[src/rtl/led_seg7_overlay.sv]
`default_nettype none
// ============================================================================
//  Module   : led_seg7_overlay
//  Purpose  : Video overlay pixel generator. It draws NUM_LED_ROWS rows of
//             LED indicators and a NUM_DIGITS-digit 7-segment display with
//             decimal points. Display data is latched once per frame, at the
//             vsync rising edge. The result is emitted as sync-aligned 10-bit
//             RGB words after a fixed 2-cycle pipeline.
//  Ports    : clk_video, reset (async, active-high)
//             hsync/vsync/active, pixel_count/line_count    - from hvsync
//             leds/led_blink, segments/dp/digit_blank        - display data
//             o_hsync/o_vsync/o_active                       - delayed syncs
//             red_word/green_word/blue_word                  - pixel data
//  Macro    : OVERLAY_BLINK_EN - builds the per-frame blink counter so that
//             LEDs with a blink bit set are forced off in alternate
//             2^BLINK_LOG2-frame phases.
//  Revision : 1.0 - initial release
// ============================================================================
module led_seg7_overlay #(
   parameter int NUM_LED_ROWS = 2,
   parameter int LEDS_PER_ROW = 16,
   parameter int NUM_DIGITS   = 6,
   parameter int X_ORG        = 0,
   parameter int Y_LED        = 64,
   parameter int Y_SEG        = 150,
   parameter int BLINK_LOG2   = 4
) (
   input  logic                                 clk_video,
   input  logic                                 reset,
   input  logic                                 hsync,
   input  logic                                 vsync,
   input  logic                                 active,
   input  logic [11:0]                          pixel_count,
   input  logic [11:0]                          line_count,
   input  logic [NUM_LED_ROWS*LEDS_PER_ROW-1:0] leds,
   input  logic [NUM_LED_ROWS*LEDS_PER_ROW-1:0] led_blink,
   input  logic [NUM_DIGITS*4-1:0]              segments,
   input  logic [NUM_DIGITS-1:0]                dp,
   input  logic [NUM_DIGITS-1:0]                digit_blank,
   output logic                                 o_hsync,
   output logic                                 o_vsync,
   output logic                                 o_active,
   output logic [9:0]                           red_word,
   output logic [9:0]                           green_word,
   output logic [9:0]                           blue_word
);

   localparam int          NLED   = NUM_LED_ROWS * LEDS_PER_ROW;
   localparam logic [31:0] XORG_U = X_ORG;
   localparam logic [31:0] YLED_U = Y_LED;
   localparam logic [31:0] YSEG_U = Y_SEG;

   // ------------------------------------------------------------------------
   // Frame edge detection and data latch
   // ------------------------------------------------------------------------
   logic            vs_d_q;
   logic            armed_q;     // set once vsync has been seen low after reset
   logic            frame_edge;
   logic [NLED-1:0] leds_q;
   logic [NUM_DIGITS*4-1:0] seg_q;
   logic [NUM_DIGITS-1:0]   dp_q;
   logic [NUM_DIGITS-1:0]   blank_q;

   // A vsync already high when reset is released is not an edge: armed_q
   // only becomes 1 after vsync has been observed low.
   assign frame_edge = vsync & ~vs_d_q & armed_q;

   always_ff @(posedge clk_video or posedge reset) begin
      if (reset) begin
         vs_d_q  <= 1'b0;
         armed_q <= 1'b0;
         leds_q  <= '0;
         seg_q   <= '0;
         dp_q    <= '0;
         blank_q <= '0;
      end else begin
         vs_d_q <= vsync;
         if (!vsync) armed_q <= 1'b1;
         if (frame_edge) begin
            leds_q  <= leds;
            seg_q   <= segments;
            dp_q    <= dp;
            blank_q <= digit_blank;
         end
      end
   end

   // During the edge cycle itself the register still holds the old frame, so
   // the incoming data is forwarded. The pixel whose counters arrive with the
   // edge is then the first one drawn from the new data.
   logic [NLED-1:0]         leds_eff;
   logic [NUM_DIGITS*4-1:0] seg_eff;
   logic [NUM_DIGITS-1:0]   dp_eff;
   logic [NUM_DIGITS-1:0]   blank_eff;
   logic [NLED-1:0]         led_show;

   assign leds_eff  = frame_edge ? leds        : leds_q;
   assign seg_eff   = frame_edge ? segments    : seg_q;
   assign dp_eff    = frame_edge ? dp          : dp_q;
   assign blank_eff = frame_edge ? digit_blank : blank_q;

`ifdef OVERLAY_BLINK_EN
   logic [NLED-1:0]       blink_q;
   logic [BLINK_LOG2:0]   blink_cnt_q;
   logic [BLINK_LOG2:0]   blink_cnt_d;
   logic                  blink_phase;
   logic [NLED-1:0]       blink_eff;

   assign blink_cnt_d = blink_cnt_q + {{BLINK_LOG2{1'b0}}, 1'b1};
   assign blink_phase = frame_edge ? blink_cnt_d[BLINK_LOG2] : blink_cnt_q[BLINK_LOG2];
   assign blink_eff   = frame_edge ? led_blink : blink_q;
   assign led_show    = leds_eff & ~(blink_eff & {NLED{blink_phase}});

   always_ff @(posedge clk_video or posedge reset) begin
      if (reset) begin
         blink_q     <= '0;
         blink_cnt_q <= '0;
      end else if (frame_edge) begin
         blink_q     <= led_blink;
         blink_cnt_q <= blink_cnt_d;
      end
   end
`else
   logic [NLED-1:0] unused_blink;
   assign unused_blink = led_blink;
   assign led_show     = leds_eff;
`endif

   // ------------------------------------------------------------------------
   // Pixel classification
   // ------------------------------------------------------------------------
   function automatic logic [6:0] hex7(input logic [3:0] n);
      case (n)
         4'h0: hex7 = 7'h3F;  4'h1: hex7 = 7'h06;  4'h2: hex7 = 7'h5B;  4'h3: hex7 = 7'h4F;
         4'h4: hex7 = 7'h66;  4'h5: hex7 = 7'h6D;  4'h6: hex7 = 7'h7D;  4'h7: hex7 = 7'h07;
         4'h8: hex7 = 7'h7F;  4'h9: hex7 = 7'h6F;  4'hA: hex7 = 7'h77;  4'hB: hex7 = 7'h7C;
         4'hC: hex7 = 7'h39;  4'hD: hex7 = 7'h5E;  4'hE: hex7 = 7'h79;  default: hex7 = 7'h71;
      endcase
   endfunction

   // Returns {hit, colour index} for one digit cell. Segments are tested
   // before the decimal point; the regions are disjoint for one cell anyway.
   function automatic logic [3:0] digit_px(input logic [31:0] xr, input logic [31:0] ln,
                                           input logic [31:0] bx, input logic [3:0] nib,
                                           input logic dp_b, input logic blank_b);
      logic [6:0] s;
      logic mid, lft, rgt, h_a, h_g, h_d, v_u, v_l, in_dp, hit, on;
      s     = hex7(nib);
      mid   = (xr > bx + 32'd32) && (xr < bx + 32'd56);
      lft   = (xr > bx + 32'd24) && (xr < bx + 32'd32);
      rgt   = (xr > bx + 32'd56) && (xr < bx + 32'd64);
      h_a   = (ln > YSEG_U)          && (ln < YSEG_U + 32'd8);
      h_g   = (ln > YSEG_U + 32'd30) && (ln < YSEG_U + 32'd38);
      h_d   = (ln > YSEG_U + 32'd62) && (ln < YSEG_U + 32'd70);
      v_u   = (ln > YSEG_U + 32'd8)  && (ln < YSEG_U + 32'd30);
      v_l   = (ln > YSEG_U + 32'd38) && (ln < YSEG_U + 32'd62);
      in_dp = (xr > bx + 32'd58) && (xr < bx + 32'd64) && h_d;
      hit   = 1'b1;
      on    = 1'b0;
      if      (mid && h_a) on = s[0];
      else if (rgt && v_u) on = s[1];
      else if (rgt && v_l) on = s[2];
      else if (mid && h_d) on = s[3];
      else if (lft && v_l) on = s[4];
      else if (lft && v_u) on = s[5];
      else if (mid && h_g) on = s[6];
      else if (in_dp)      on = dp_b;
      else                 hit = 1'b0;
      return {hit, blank_b ? 3'd0 : (on ? 3'd5 : 3'd6)};
   endfunction

   logic [31:0]     px_abs, ln_abs, xr, led_sh;
   logic            in_x, seg_hit, led_hit;
   logic [2:0]      seg_col, led_col, col;
   logic [3:0]      dres;
   logic [NLED-1:0] led_vec;

   assign px_abs = {20'd0, pixel_count};
   assign ln_abs = {20'd0, line_count};
   assign xr     = px_abs - XORG_U;
   assign in_x   = px_abs >= XORG_U;

   always_comb begin
      seg_hit = 1'b0;
      seg_col = 3'd0;
      led_hit = 1'b0;
      led_col = 3'd0;
      dres    = 4'd0;
      led_sh  = 32'd0;
      led_vec = '0;
      col     = 3'd0;
      for (int d = 0; d < NUM_DIGITS; d++) begin
         dres = digit_px(xr, ln_abs, 32'(64 * (NUM_DIGITS - 1 - d)), seg_eff[4*d +: 4],
                         dp_eff[d], blank_eff[d]);
         if (!seg_hit && dres[3]) begin
            seg_hit = 1'b1;
            seg_col = dres[2:0];
         end
      end
      for (int r = 0; r < NUM_LED_ROWS; r++) begin
         if ((ln_abs > YLED_U + 32'(32 * r)) && (ln_abs < YLED_U + 32'(32 * r + 16)) &&
             (xr < 32'(32 * LEDS_PER_ROW)) && xr[4]) begin
            // LED index counts from the right: x[9:5] = 0 is the leftmost LED.
            led_sh  = 32'(r * LEDS_PER_ROW + LEDS_PER_ROW - 1) - {27'd0, xr[9:5]};
            led_vec = led_show >> led_sh;
            led_hit = 1'b1;
            if (r % 2 == 0) led_col = led_vec[0] ? 3'd1 : 3'd2;
            else            led_col = led_vec[0] ? 3'd3 : 3'd4;
         end
      end
      if (in_x) col = led_hit ? led_col : seg_col;
   end

   // ------------------------------------------------------------------------
   // Two-stage output pipeline
   // ------------------------------------------------------------------------
   function automatic logic [29:0] palette(input logic [2:0] idx);
      case (idx)
         3'd1:    palette = {10'h01F, 10'h3FF, 10'h01F};
         3'd2:    palette = {10'h01F, 10'h03F, 10'h01F};
         3'd3:    palette = {10'h3FF, 10'h01F, 10'h01F};
         3'd4:    palette = {10'h03F, 10'h01F, 10'h01F};
         3'd5:    palette = {10'h3FF, 10'h3FF, 10'h01F};
         3'd6:    palette = {10'h03F, 10'h03F, 10'h01F};
         default: palette = {10'h01F, 10'h01F, 10'h03F};
      endcase
   endfunction

   logic [2:0] idx_q;
   logic       hs_q, vs_q, act_q;

   always_ff @(posedge clk_video or posedge reset) begin
      if (reset) begin
         idx_q      <= 3'd0;
         hs_q       <= 1'b0;
         vs_q       <= 1'b0;
         act_q      <= 1'b0;
         o_hsync    <= 1'b0;
         o_vsync    <= 1'b0;
         o_active   <= 1'b0;
         red_word   <= 10'd0;
         green_word <= 10'd0;
         blue_word  <= 10'd0;
      end else begin
         idx_q    <= col;
         hs_q     <= hsync;
         vs_q     <= vsync;
         act_q    <= active;
         o_hsync  <= hs_q;
         o_vsync  <= vs_q;
         o_active <= act_q;
         {red_word, green_word, blue_word} <= palette(idx_q);
      end
   end

endmodule
`default_nettype wire

[config.mk]
export PLATFORM = sky130hd
export DESIGN_NAME = led_seg7_overlay
export DESIGN_NICKNAME = d
export VERILOG_FILES = /design/src/rtl/led_seg7_overlay.sv
export SDC_FILE = /design/constraint.sdc
export NUM_CORES = 1
export LEC_CHECK = 0
export ABC_CLOCK_PERIOD_IN_PS = 9300
export CORE_ASPECT_RATIO = 0.9
export CORE_MARGIN = 10
export CORE_UTILIZATION = 55
export DETAILED_ROUTE_END_ITERATION = 16
export MAX_ROUTING_LAYER = met4
export PLACE_DENSITY = 0.86
export SETUP_SLACK_MARGIN = 0.3
export SLEW_MARGIN = 40
export SYNTH_ARGS = -nofsm -noshare
export SYNTH_HDL_FRONTEND = slang
export SYNTH_SLANG_ARGS = --single-unit
[constraint.sdc]
create_clock -name clk_video -period 9.3 [get_ports clk_video]
set_input_delay 1.86 -clock clk_video [delete_from_list [all_inputs] [get_ports clk_video]]
set_output_delay 1.86 -clock clk_video [all_outputs]
set_load 0.005 [all_outputs]
# Word level (Yosys, flattened, before mapping)
# Memory sizes are Yosys's and may differ from the RTL's.
# Cells that the tools add are included.
# W data, S select, Z words.
[classes]
addsub = 2
order_cmp = 58
eq_ne = 6
shift = 2
muxes = 132
bitwise_logic = 3
reduce_logical = 93
[ops]
columns = ["cell", "count"]
rows = [
  ["$pmux W30 S6", 1],
  ["$gt A12 B8 Y1 const B", 13],
  ["$lt A12 B8 Y1 const B", 11],
  ["$mux W1", 103],
  ["$gt A12 B9 Y1 const B", 8],
  ["$logic_and A1 B1 Y1", 88],
  ["$lt A12 B9 Y1 const B", 7],
  ["$gt A12 B7 Y1 const B", 6],
  ["$shr A32 B32 Y1", 2],
  ["$lt A12 B7 Y1 const B", 5],
  ["$mux W3", 16],
  ["$gt A12 B6 Y1 const B", 3],
  ["$mux W32", 1],
  ["$lt A12 B6 Y1 const B", 2],
  ["$mux W24", 1],
  ["$mux W2", 8],
  ["$ge A12 B1 Y1 const B", 1],
  ["$gt A12 B5 Y1 const B", 1],
  ["$lt A12 B10 Y1 const B", 1],
  ["$mux W6", 2],
  ["$eq A3 B3 Y1 const B", 3],
  ["$eq A3 B2 Y1 const B", 2],
  ["$sub A4 B5 Y6 const A", 1],
  ["$sub A5 B5 Y6 const A", 1],
  ["4 further kinds", 9],
]
[word_totals]
regBits = 108
rom_bits = 672
out_inout_bits = 33
wordCells = 317
mem_count = 6
[memory_table]
columns = ["name", "words", "word_bits", "rd", "rd_clocked_by_memory_dff", "write_ports", "line", "rtl"]
rows = [
  ["(name not given)", 16, 7, 1, 0, 0, "133", "case (n)"],
  ["(name not given)", 16, 7, 1, 0, 0, "133", ""],
  ["(name not given)", 16, 7, 1, 0, 0, "133", ""],
  ["(name not given)", 16, 7, 1, 0, 0, "133", ""],
  ["(name not given)", 16, 7, 1, 0, 0, "133", ""],
  ["(name not given)", 16, 7, 1, 0, 0, "133", ""],
]

# Logic depth before layout (Yosys ltp)
[depth]
ltp_word = 29
mapped_depth = 20
ltp_nobuf = 14

# Worst setup path after synthesis
# OpenSTA, ideal clock, no wires.
[synth_path]
path_type = "in2reg"
from = "in vsync"
to = "reg idx_q[1]"
arrival_ps = 5291
slack_ps = 3866
cell_stages = 19
cell_sequence = "nand3b_1 buf_2 buf_4 buf_2 buf_2 buf_2 buf_1 mux2i_1 inv_1 ha_1 nor3b_1 mux2_2 nor4_1 o21ai_0 a21oi_1 o41ai_1 and3_1 nor4_1 a311oi_2"
[synth_between]
elab_cells_between_ends = 86
cone_classes = "shift (2); mux (76); bitwise (2); memory (6)"
[synth_rtl]
columns = ["element", "line", "rtl"]
rows = [
  ["from (decl)", "31", "input logic vsync,"],
  ["$and A1 B1 Y1 (*) (2 in series)", "66", "assign frame_edge = vsync & ~vs_d_q & armed_q;"],
  ["$mux W24 (*)", "--", ""],
  ["via seg_eff[17]", "92", "logic [NUM_DIGITS*4-1:0] seg_eff;"],
  ["$mem_v2 Z16 W7 (*)", "--", ""],
  ["$mux W1", "166", "else if (mid && h_g) on = s[6];"],
  ["$mux W1", "165", "else if (lft && v_u) on = s[5];"],
  ["$mux W1", "164", "else if (lft && v_l) on = s[4];"],
  ["$mux W1", "163", "else if (mid && h_d) on = s[3];"],
  ["$mux W1", "162", "else if (rgt && v_l) on = s[2];"],
  ["$mux W1", "161", "else if (rgt && v_u) on = s[1];"],
  ["$mux W1 (*)", "160", "if (mid && h_a) on = s[0];"],
  ["$mux W2 (*)", "169", "return {hit, blank_b ? 3'd0 : (on ? 3'd5 : 3'd6)};"],
  ["$mux W3 (*)", "169", ""],
  ["$mux W3 (*) (2 in series)", "195", "if (!seg_hit && dres[3]) begin"],
  ["$mux W3 (*) (2 in series)", "211", "if (in_x) col = led_hit ? led_col : seg_col;"],
  ["via col[1]", "174", "logic [2:0] seg_col, led_col, col;"],
  ["to (signal assigned)", "245", "idx_q <= col;"],
  ["to (decl)", "229", "logic [2:0] idx_q;"],
]
# Mark *: on every way through the listed nets, which the timed path passes. The rest lies on a longest branch.
# A chain may end at the register's enable or synchronous reset.

# Final worst setup path
[layout_path]
from = "in vsync"
to = "reg idx_q[1]"
[layout_between]
elab_cells_between_ends = 86
cone_classes = "shift (2); mux (76); bitwise (2); memory (6)"
[layout_rtl]
columns = ["element", "line"]
rows = [
  ["$and A1 B1 Y1 (*) (2 in series)", "66"],
  ["$mux W24 (*)", "--"],
  ["via seg_eff[5]", "92"],
  ["$mem_v2 Z16 W7 (*)", "--"],
  ["$mux W1", "166"],
  ["$mux W1", "165"],
  ["$mux W1", "164"],
  ["$mux W1", "163"],
  ["$mux W1", "162"],
  ["$mux W1", "161"],
  ["$mux W1 (*)", "160"],
  ["$mux W2 (*)", "169"],
  ["$mux W3 (*)", "169"],
  ["$mux W3 (*) (5 in series)", "195"],
  ["$mux W3 (*) (2 in series)", "211"],
  ["via col[1]", "174"],
]
# Marked as above.

==> reports/summary.txt <==
Share of cells above drive strength 1: 0.0793
Ant diodes: 0
Final TNS setup: 0 ns
Total Routed Length: 19.6 mm
Commonest cells after routing, fill and taps aside: nand2_1 (149), clkdlybuf4s50_1 (123), dfrtp_1 (84), nor2_1 (63), inv_1 (40)
Total core area: 0.0120 sq mm
Syn. warnings: 0
Tcrit/Tclk final: 0.584
R2r worst-path depth: 12
P_sw: 0.000379 W
Die width: 137 um
Period minus WS final: 5.43 ns
Hold WC Path Type: flip-flop to flip-flop
Num ports: 162
Commonest non-fill, non-tap cell in the layout: nand2_1
DR pass1 iterations: 9
Ys async rst share: 1.00
Switching share of total power: 0.314
H-tree depth: 3
Status: complete, no violations
Worst Setup End Kind: flip-flop
Internal power: 0.000829 W
Gp weighted congestion: 1.01
Post-synth EDFFs: 0
Dpl cells: 1052
Total Routing Usage GR: 0.230
Wirelength per Cell: 18.3 um
Max Freq: 0.184 GHz
Postcts setup bufs: 0
Slew HR: 0.439
Worst Path Required: 9.52 ns
CTS tree: built
Max_cap viols: 0
CTS resizes: 0
PwrDens: 146 mW/mm^2
Total gr overflow: 0
Distinct cells, synth: 77
Clock transition at path regs: 0.06 ns
Kind of critical path: input port to flip-flop
Leakage dissipation: 3.50 nW
Setup WS post-layout: 3.87 ns
Vias per inst: 6.11
First-pass GRT wire length: 31.6 mm
Root buf cell: clkbuf_16
Starting Density: 0.561
Combinational fraction of design power: 0.280
Main flop type after synthesis: dfrtp_1
Layout Skew: 0.00458 ns
TritonCTS Buffers: 9
DP Wirelength: 14.8 mm
Clock sink count: 84
Reg power frac: 0.362
Routed vias: 6521
Initial antenna violation count: 0
Starting DRT DRC Count: 714
Post-Synthesis Cell Area: 0.00675 sq mm
Slew Viols, Final: 0
RSZ-0062 raised after global routing: no
Post-route ant nets: 0
Syn Area/Cell: 8.24 sq um
# DRC: 0
Sequential fraction of the synthesis area: 0.311
Vias in the first global route: 6196
Port Buffers: 125
Worst slack, placed: 3.57 ns
Layout area overhead: 22.4%
Largest net degree at the start of global routing: 85
Yosys reg bits: 84
Nets: 1058
Die Y: 125 um
Final Setup Violations: 0
CP max FO: 33
Post-synthesis cell count: 820
Hold Buf Count CTS: 0
Die area: 0.0171 sq mm
Row Count: 38
Clock Tree Buf Depth: 2
Worst-Skew Late Latency: 0.35 ns
Arrival time of the worst setup path: 5.64 ns
Worst slew pin tran: 0.838 ns
Hold depth: 0
Peak VDD IR: 0.108 mV
Critical Path Start Type: input port
Final Non-Filler Cells: 1068
Final Hold Fails: 0
Clock Power Share: 0.358
==> sequential cells by signal (all words and copies together) (netlist names) <==
register,flops
armed_q,1
o_vsync,1
act_q,1
blue_word,1
vs_q,1
green_word,3
blank_q,6
dp_q,6
o_active,1
seg_q,24
idx_q,3
red_word,2
o_hsync,1
leds_q,32
hs_q,1
==> per-stage QoR <==
step / total power [W] / area [sq um] / hold WS (ns) / util
6_report: 0.00121 / 8270 / 0.349 / 0.687
5_1_grt: 0.00127 / 8270 / 0.355 / 0.687
3_5_place_dp: 0.000777 / 7910 / 0.336 / 0.658
2_1_floorplan: 0.000665 / 6770 / 0.331 / -
3_3_place_gp: 0.000767 / 7910 / 0.337 / 0.658
4_1_cts: 0.00121 / 8270 / 0.349 / 0.687
==> final timing paths <==
| kind | startpoint | to | slack [ns] |
|---|---|---|---|
| hold reg to reg | act_q | o_active | 0.35 |
| setup reg to reg | vs_q | idx_q[1] | 5.49 |
| max in group asynchronous | reset | seg_q[19] | 6.80 |
| setup / recovery | vsync | idx_q[1] | 3.87 |
| hold / removal | act_q | o_active | 0.35 |
| min in group asynchronous | reset | hs_q | 2.03 |
==> cell usage after synthesis, drive strengths merged (10+ instances only) <==
cell type  number  area, sq um
nand3          17         85.1
ha             26          325
nand2         149          559
dfrtp          84         2100
nor2           63          236
buf            43          272
clkbuf         18         67.6
o21ai          24          120
nor3           38          200
inv            41          154
nand2b         13         81.3
o2111ai        10         87.6
mux2           27          304
a21oi          33          165
mux2i          38          388
==> cells by family after synthesis <==
| family | after synthesis | share of synthesized area |
|---|---|---|
| compound gates | 172 | 0.186 |
| xor+xnor | 5 | 0.00649 |
| fa+ha+maj | 26 | 0.0482 |
| buf+inv | 103 | 0.0735 |
| flops | 84 | 0.311 |
| mux | 71 | 0.122 |
| other cells | 2 | 0.00111 |
| simple gates | 357 | 0.251 |
==> power groups by stage <==
stage | Clock (W) | Combinational (W) | Sequential [W]
floorplan | 0 | 0.000233 | 0.000432
global placement | 0 | 0.000326 | 0.000441
detailed placement | 0 | 0.000333 | 0.000444
CTS | 0.000436 | 0.000335 | 0.000437
global route | 0.000451 | 0.000375 | 0.000443
finish | 0.000432 | 0.000338 | 0.000438
==> worst max-delay path, stage by stage <==
cell and delay, ns:
clkdlybuf4s50_1 0.54, and3b_2 0.62, buf_4 0.41, nand2_1 0.10, nand2_1 0.14, inv_1 0.10, ha_1 0.26, mux2i_1 0.16
a22oi_1 0.09, o311ai_0 0.60, o311ai_1 0.20, nor4_1 0.39, a311oi_2 0.16
==> area by class of cell <==
type / count / area, sq um
timing repair buffer: 130 / 1280
multi-input combinational: 636 / 4170
inverter: 42 / 159
clock inverter: 7 / 130
sequential: 84 / 2100
clock buffer: 9 / 225
fill: 1018 / 3760
tap: 160 / 200
==> routing by layer <==
| layer | vias to the layer above | global-route usage | part of all wire |
|---|---|---|---|
| met2 | 302 | 0.354 | 0.47 |
| met4 | 0 | 0.0446 | 0.014 |
| met5 | - | - | 0 |
| li1 | 3096 | - | - |
| met3 | 33 | 0.0560 | 0.080 |
| met1 | 3090 | 0.303 | 0.43 |
Note: power is estimated with default switching activity, not from simulation.
